### src/rtl/memory_controller.sv
`default_nettype none
// ============================================================================
// Module      : memory_controller
// Description : Single-outstanding controller between a request/response
//               client and an on-chip synchronous 32-bit word RAM. Takes one
//               byte-addressed read or write, issues a single RAM cycle, waits
//               out the RAM read latency and returns one response word.
//               Out-of-range requests never reach the RAM; they answer 0 and
//               set a sticky flag.
// Ports       : CLK, RST (async, active-low)
//               RECEIVE_* : request channel (address, optional write data)
//               SEND_*    : response channel (valid/ready, 32-bit word)
//               RAM_*     : RAM port (strobe, write enable, word address, data)
//               OOR_FLAG  : sticky out-of-range indicator, cleared by reset
// Revision    : 1.0 - initial release
// ============================================================================
module memory_controller #(
  parameter int ADDR_WIDTH   = 12,
  parameter int READ_LATENCY = 2
) (
  input  logic                  CLK,
  input  logic                  RST,
  input  logic                  RECEIVE_ADDR_VALID,
  input  logic [31:0]           RECEIVE_ADDR,
  input  logic                  RECEIVE_DATA_VALID,
  input  logic [31:0]           RECEIVE_DATA,
  output logic                  RECEIVE_READY,
  output logic                  SEND_VALID,
  output logic [31:0]           SEND_DATA,
  input  logic                  SEND_READY,
  output logic                  RAM_EN,
  output logic                  RAM_WE,
  output logic [ADDR_WIDTH-1:0] RAM_ADDR,
  output logic [31:0]           RAM_WDATA,
  input  logic [31:0]           RAM_RDATA,
  output logic                  OOR_FLAG
);

  typedef enum logic [1:0] {
    S_IDLE  = 2'd0,
    S_ISSUE = 2'd1,
    S_WAIT  = 2'd2,
    S_RESP  = 2'd3
  } state_t;

  // Counter reload: reaching zero marks the cycle RAM_RDATA is valid.
  localparam logic [2:0] C_LAT_LOAD = 3'(READ_LATENCY - 1);

  state_t                  state_q,      state_d;
  logic                    recv_ready_q, recv_ready_d;
  logic                    send_valid_q, send_valid_d;
  logic [31:0]             send_data_q,  send_data_d;
  logic                    ram_en_q,     ram_en_d;
  logic                    ram_we_q,     ram_we_d;
  logic [ADDR_WIDTH-1:0]   ram_addr_q,   ram_addr_d;
  logic [31:0]             ram_wdata_q,  ram_wdata_d;
  logic                    write_q,      write_d;
  logic                    oor_q,        oor_d;
  logic [2:0]              cnt_q,        cnt_d;

  logic                    req_fire;
  logic                    resp_fire;
  logic                    req_oor;
  logic                    unused_addr_lsbs;

  // Byte-lane bits are dropped: a misaligned access hits its containing word.
  assign unused_addr_lsbs = ^RECEIVE_ADDR[1:0];

  assign req_fire  = RECEIVE_ADDR_VALID && recv_ready_q;
  assign resp_fire = send_valid_q && SEND_READY;
  assign req_oor   = |RECEIVE_ADDR[31:ADDR_WIDTH+2];

  always_comb begin
    state_d     = state_q;
    send_data_d = send_data_q;
    ram_en_d    = 1'b0;
    ram_we_d    = 1'b0;
    ram_addr_d  = ram_addr_q;
    ram_wdata_d = ram_wdata_q;
    write_d     = write_q;
    oor_d       = oor_q;
    cnt_d       = cnt_q;

    case (state_q)
      S_IDLE: begin
        if (req_fire) begin
          write_d = RECEIVE_DATA_VALID;
          if (req_oor) begin
            // Answer directly without touching the RAM.
            oor_d       = 1'b1;
            send_data_d = 32'h0;
            state_d     = S_RESP;
          end else begin
            ram_addr_d  = RECEIVE_ADDR[ADDR_WIDTH+1:2];
            ram_wdata_d = RECEIVE_DATA;
            ram_en_d    = 1'b1;
            ram_we_d    = RECEIVE_DATA_VALID;
            state_d     = S_ISSUE;
          end
        end
      end
      S_ISSUE: begin
        if (write_q) begin
          send_data_d = ram_wdata_q;   // writes echo the stored word
          state_d     = S_RESP;
        end else begin
          cnt_d   = C_LAT_LOAD;
          state_d = S_WAIT;
        end
      end
      S_WAIT: begin
        if (cnt_q == 3'd0) begin
          send_data_d = RAM_RDATA;
          state_d     = S_RESP;
        end else begin
          cnt_d = cnt_q - 3'd1;
        end
      end
      S_RESP: begin
        if (resp_fire) begin
          state_d = S_IDLE;
        end
      end
      default: state_d = S_IDLE;
    endcase

    // Handshake outputs are registered images of the next state.
    recv_ready_d = (state_d == S_IDLE);
    send_valid_d = (state_d == S_RESP);
  end

  always_ff @(posedge CLK or negedge RST) begin
    if (!RST) begin
      state_q      <= S_IDLE;
      recv_ready_q <= 1'b0;
      send_valid_q <= 1'b0;
      send_data_q  <= 32'h0;
      ram_en_q     <= 1'b0;
      ram_we_q     <= 1'b0;
      ram_addr_q   <= '0;
      ram_wdata_q  <= 32'h0;
      write_q      <= 1'b0;
      oor_q        <= 1'b0;
      cnt_q        <= 3'd0;
    end else begin
      state_q      <= state_d;
      recv_ready_q <= recv_ready_d;
      send_valid_q <= send_valid_d;
      send_data_q  <= send_data_d;
      ram_en_q     <= ram_en_d;
      ram_we_q     <= ram_we_d;
      ram_addr_q   <= ram_addr_d;
      ram_wdata_q  <= ram_wdata_d;
      write_q      <= write_d;
      oor_q        <= oor_d;
      cnt_q        <= cnt_d;
    end
  end

  assign RECEIVE_READY = recv_ready_q;
  assign SEND_VALID    = send_valid_q;
  assign SEND_DATA     = send_data_q;
  assign RAM_EN        = ram_en_q;
  assign RAM_WE        = ram_we_q;
  assign RAM_ADDR      = ram_addr_q;
  assign RAM_WDATA     = ram_wdata_q;
  assign OOR_FLAG      = oor_q;

endmodule
`default_nettype wire

### config.mk
export PLATFORM = sky130hd
export DESIGN_NAME = memory_controller
export DESIGN_NICKNAME = d
export VERILOG_FILES = /design/src/rtl/memory_controller.sv
export SDC_FILE = /design/constraint.sdc
export NUM_CORES = 1
export LEC_CHECK = 0
export CAP_MARGIN = 20
export CELL_PAD_IN_SITES_DETAIL_PLACEMENT = 0
export CELL_PAD_IN_SITES_GLOBAL_PLACEMENT = 1
export CORE_ASPECT_RATIO = 2
export CORE_MARGIN = 2
export CORE_UTILIZATION = 29
export DETAILED_ROUTE_END_ITERATION = 16
export PLACE_DENSITY = 0.86
export SYNTH_ARGS = -nofsm -noshare
export SYNTH_HDL_FRONTEND = slang
export SYNTH_SLANG_ARGS = --single-unit
export TNS_END_PERCENT = 5
### constraint.sdc
create_clock -name CLK -period 2.1 [get_ports CLK]
set_input_delay 0.42 -clock CLK [delete_from_list [all_inputs] [get_ports CLK]]
set_output_delay 0.42 -clock CLK [all_outputs]
set_load 0.05 [all_outputs]
Word level (Yosys, flattened, before mapping)
Cells that the tools add are included.
{"block": "classes", "n_addsub": 1, "n_mul": 0, "div": 0, "n_lt_le_gt_ge": 0, "eq_ne": 10, "n_shift": 0, "mux": 20, "n_bitwise": 1, "reduce_logical": 13}
{"operator": "$mux 32", "count": 4}
{"operator": "$pmux 32 s3", "count": 1}
{"operator": "$reduce_or 18->1", "count": 1}
{"operator": "$ne 2x2->1 const B", "count": 6}
{"operator": "$reduce_and 3->1", "count": 3}
{"operator": "$mux 2", "count": 4}
{"operator": "$pmux 2 s4", "count": 1}
{"operator": "$mux 1", "count": 7}
{"operator": "$eq 2x2->1 const B", "count": 3}
{"operator": "$mux 3", "count": 2}
{"operator": "$pmux 3 s2", "count": 1}
{"operator": "$reduce_and 5->1", "count": 1}
{"operator": "$logic_not 2->1", "count": 2}
{"operator": "$logic_not 3->1", "count": 1}
{"operator": "$reduce_bool 3->1", "count": 1}
{"operator": "$sub 3x1->3 const B", "count": 1}
{"operator": "$eq 2x1->1 const B", "count": 1}
{"operator": "$logic_and 1x1->1", "count": 2}
{"operator": "$reduce_and 2->1", "count": 1}
{"operator": "$reduce_bool 2->1", "count": 1}
{"operator": "$not 1->1", "count": 1}
{"block": "word_totals", "reg_bits": 87, "latchBits": 0, "mem_bits_rw": 0, "rom_bits": 0, "output_inout_bits": 81, "word_cells": 56, "mem_count": 0}

Longest topological paths before layout
{"block": "logic_depth", "word_depth": 5, "ltp_mapped": 8, "depth_no_buf": 6}

Least setup slack after synthesis
No wires, ideal clock.
{"block": "synth_path", "kind": "register -> register", "start": "register state_q[1]", "end": "register send_data_q[25] (netlist: SEND_DATA[25])", "setup_time_ns": 0.128, "arrival_ns": 1.911, "required_time_ns": 1.972, "path_slack_ns": 0.062, "path_stages_with_launch": 9, "path_buffers": 2, "synth_period_minus_slack_ns": 2.038, "path_cell_list": "dfrtp_1 -> inv_1 -> ha_1 -> buf_2 -> nor2b_1 -> a2111oi_0 -> o21ai_1 -> buf_2 -> mux2_1"}
{"block": "synth_via", "elab_chain_len": 3}
{"item": "start, declared", "line_no": "49", "source": "state_t state_q, state_d;"}
{"item": "start signal, assigned", "line_no": "146", "source": "state_q <= state_d;"}
{"item": "$eq 2x2->1, or another cell as far along", "line_no": "84", "source": "case (state_q)"}
{"item": "$ne 2x2->1 (no line) or $reduce_bool 3->1 (tied branches)"}
{"item": "$reduce_and 5->1 (no line)"}
{"item": "end signal, assigned", "line_no": "149", "source": "send_data_q <= send_data_d;"}
{"item": "end, declared", "line_no": "52", "source": "logic [31:0] send_data_q, send_data_d;"}
Several ways; a longest one is shown, not always the timed one.
A chain may end at the register's enable or synchronous reset.

Final worst setup path
{"block": "layout_path", "start": "input port RECEIVE_ADDR[23]", "end": "register ram_wdata_q[19] (netlist: RAM_WDATA[19])"}
{"block": "layout_via", "elab_chain_len": 3}
{"item": "start, declared", "line_no": "24", "source": "input logic [31:0] RECEIVE_ADDR,"}
{"item": "$reduce_or 18->1", "line_no": "71", "source": "assign req_oor = |RECEIVE_ADDR[31:ADDR_WIDTH+2];"}
{"item": "$not 1->1 (no line)"}
{"item": "$reduce_and 3->1 (no line)"}
{"item": "end signal, assigned", "line_no": "153", "source": "ram_wdata_q <= ram_wdata_d;"}
{"item": "end, declared", "line_no": "56", "source": "logic [31:0] ram_wdata_q, ram_wdata_d;"}
No other way between the ends.

==> impl_metrics.py <==
metrics = {
    "run_status": {
        "outcome": "finished clean",
    },
    "power": {
        "peakVddDrop_mv": 0.580,
        "p_total_mw": 8.42,
        "leakage_nw": 2.88,
        "pwr_density_cell_nw_per_um2": 1290,
    },
    "place": {
        "io_buffers": 179,
        "gp_congestion": 0.790,
        "dp_hpwl_um": 8640,
    },
    "grt": {
        "grt_start_max_net_pins": 41,
        "grt_usage_pct": 16.1,
        "antenna_found_initial": 0,
        "grt_pass1_wl_um": 18200,
        "grt_overflow_total": 0,
        "grt_pass1_vias": 3629,
    },
    "sta": {
        "finalCritPeriodShare_pct": 98.8,
        "rsz0062_at_grt": "yes",
        "min_period_ns": 2.07,
        "slew_headroom_pct": 62.8,
        "finalHoldViolations": 0,
        "setup_viol": 0,
        "fmax_mhz": 482,
        "worstMarginPinSlew_ns": 0.556,
        "finClkSkew_ns": 0.00789,
        "maxSlewViolCount": 0,
    },
    "clock_tree": {
        "h-tree-depth": 3,
        "cts-root-buf": "clkbuf_16",
        "clock_path_buffers": 2,
        "cts_tree": "built",
        "clk_pin_slew_ns": 0.06,
        "cts_inserted_buffers": 9,
        "clk-insertion-delay-late_ns": 0.33,
        "cts.sinks": 87,
    },
    "yosys": {
        "synth_cells": 302,
        "async_flop_share_pct": 100,
        "yosysWarningCount": 0,
        "ys_seq_area_share_pct": 54.8,
        "syn_area_sq_um": 3970,
        "ys_types": 31,
        "synth-edff-count": 0,
        "synth-seq-cells": 87,
        "syn_area_per_cell_sq_um": 13.2,
        "synth_ff_type": "dfrtp_1",
        "synth_nets": 411,
    },
    "floorplanning": {
        "fp.dieW_um": 86.8,
        "core-area_sq_um": 13400,
        "pin_count": 182,
        "die_area_sq_um": 14700,
        "initial_core_util_pct": 29.6,
        "die_h_um": 170,
        "core.rowCount": 60,
    },
    "drt": {
        "via_per_inst": 4.94,
        "first_pass_iters": 4,
        "ant_nets": 0,
        "routed-via-count": 3238,
        "routed_wl_um": 12100,
        "drt_iter0_drc": 165,
        "avgRoutedWirePerCell_um": 18.4,
        "drcViolationCount": 0,
    },
    "setup_path": {
        "critPathRequiredTime_ns": 2.32,
        "worstSetupEndpointType": "register",
        "path_class": "in2reg",
        "critPathMaxFanout": 8,
        "worstSetupStartpointType": "input pin",
        "crit_arrival_ns": 2.29,
    },
    "layout": {
        "diodes": 0,
        "nets": 605,
        "drive_above_1_share_pct": 24.4,
        "final_util_pct": 48.4,
        "area_growth_pct": 63.9,
    },
    "hold_path": {
        "hp-class": "in2async",
    },
    "flow_run": {
        "maxCapViolCount": 0,
    },
}
## placed cells by master (no fill, tap or decap), types with 3 or more instances in the layout
master / n
clkdlybuf4s50_1: 172
dfrtp_1: 87
mux2_2: 72
a22oi_1: 33
nor2b_1: 33
buf_4: 14
clkbuf_16: 10
nand3_1: 6
ha_1: 6
dlymetal6s2s_1: 6
inv_1: 5
o21ai_0: 4
mux2_1: 4
buf_12: 4
a21boi_0: 3
nor2_1: 3
nor4_2: 3
buf_6: 3
## metrics by stage
step | setup WS, ns | instance area, sq um | hold WS, ns | setup TNS (ns) | instances
5_1_grt | -0.0271 | 6510 | 0.0724 | -0.284 | 656
6_report | 0.0259 | 6510 | 0.0481 | 0 | 656
2_1_floorplan | 0.0617 | 3970 | 0.124 | 0 | 302
4_1_cts | 0.0120 | 6380 | 0.0515 | 0 | 653
3_5_place_dp | -0.367 | 6060 | 0.417 | -23.36 | 637
3_3_place_gp | -0.305 | 6060 | 0.408 | -20.01 | 637
## critical path, cell delays in order
cell and delay, ns:
clkdlybuf4s50_1 0.45, nor4_4 0.33, nand2_2 0.12, nor3_4 0.29, buf_6 0.17, clkbuf_16 0.17, mux2_2 0.33
## routing by layer
metal,part of all wire [%],GRT usage (%),up-vias
met5,0,0,-
met4,2.4,6.66,0
met3,5.6,3.70,20
met2,57,30.6,115
met1,35,16.1,1617
li1,-,-,1486
## power by group
part	internal, mW	total (mW)	switching (mW)
Clock	0.990	1.65	0.661
Combinational	1.91	4.50	2.59
Sequential	2.06	2.26	0.207
## worst paths after layout
path	start	endpoint	slack, ns	cells after the start
max	RECEIVE_ADDR[23]	RAM_WDATA[19]$_DFFE_PN0P_	0.03	7
min	RST	RAM_WDATA[22]$_DFFE_PN0P_	0.05	1
max reg2reg	cnt_q[0]$_DFFE_PN0P_	SEND_DATA[25]$_DFFE_PN0P_	0.11	8
min reg2reg	OOR_FLAG$_DFFE_PN0P_	OOR_FLAG$_DFFE_PN0P_	0.48	1
max in group asynchronous	RST	SEND_DATA[10]$_DFFE_PN0P_	1.45	2
min in group CLK	OOR_FLAG$_DFFE_PN0P_	OOR_FLAG$_DFFE_PN0P_	0.48	1
## cell families after synthesis
family                   share of synthesized area [%]
buffers and inverters                             3.06
multiplexers                                      21.8
flip-flops                                        54.8
AO/OA/AOI/OAI                                     9.45
adder cells (fa/ha/maj)                           2.52
AND/OR/NAND/NOR                                   8.35
## timing repair
item | 4_1_cts | 5_1_grt
setup endpoints to repair | 22 | 77
buffers inserted | 0 | 2
gates resized for setup | 3 | 19
pin swaps | 0 | 5
gates cloned | 0 | 2
hold buffers | 0 | 0
## synthesized netlist by cell type (4+ instances only)
master | n | area share, %
a22oi_1 | 33 | 6.2
buf_2 | 4 | 0.50
buf_6 | 4 | 1.1
clkbuf_1 | 7 | 0.66
dfrtp_1 | 87 | 55
ha_1 | 8 | 2.5
inv_1 | 5 | 0.47
mux2_1 | 4 | 1.1
mux2_2 | 73 | 21
nand3_1 | 6 | 0.76
nor2b_1 | 33 | 5.2
nor4_1 | 4 | 0.63
o21ai_0 | 4 | 0.50
## flip-flops by register name, indices dropped and copies added, names as in the netlist
| name | count |
|---|---|
| RAM_WE | 1 |
| state_q | 2 |
| SEND_VALID | 1 |
| OOR_FLAG | 1 |
| SEND_DATA | 32 |
| write_q | 1 |
| RAM_EN | 1 |
| RAM_ADDR | 12 |
| RECEIVE_READY | 1 |
| cnt_q | 3 |
| RAM_WDATA | 32 |
## layout make-up
type	count	area (sq um)
clock buffers	12	256
clock inverters	4	53.8
fillers	1187	6930
inverters	5	18.8
multi-input cells	192	1750
flip-flops and latches	87	2180
well taps	155	194
repair buffers	201	2060
No activity file was read; power rests on OpenSTA's default activity.
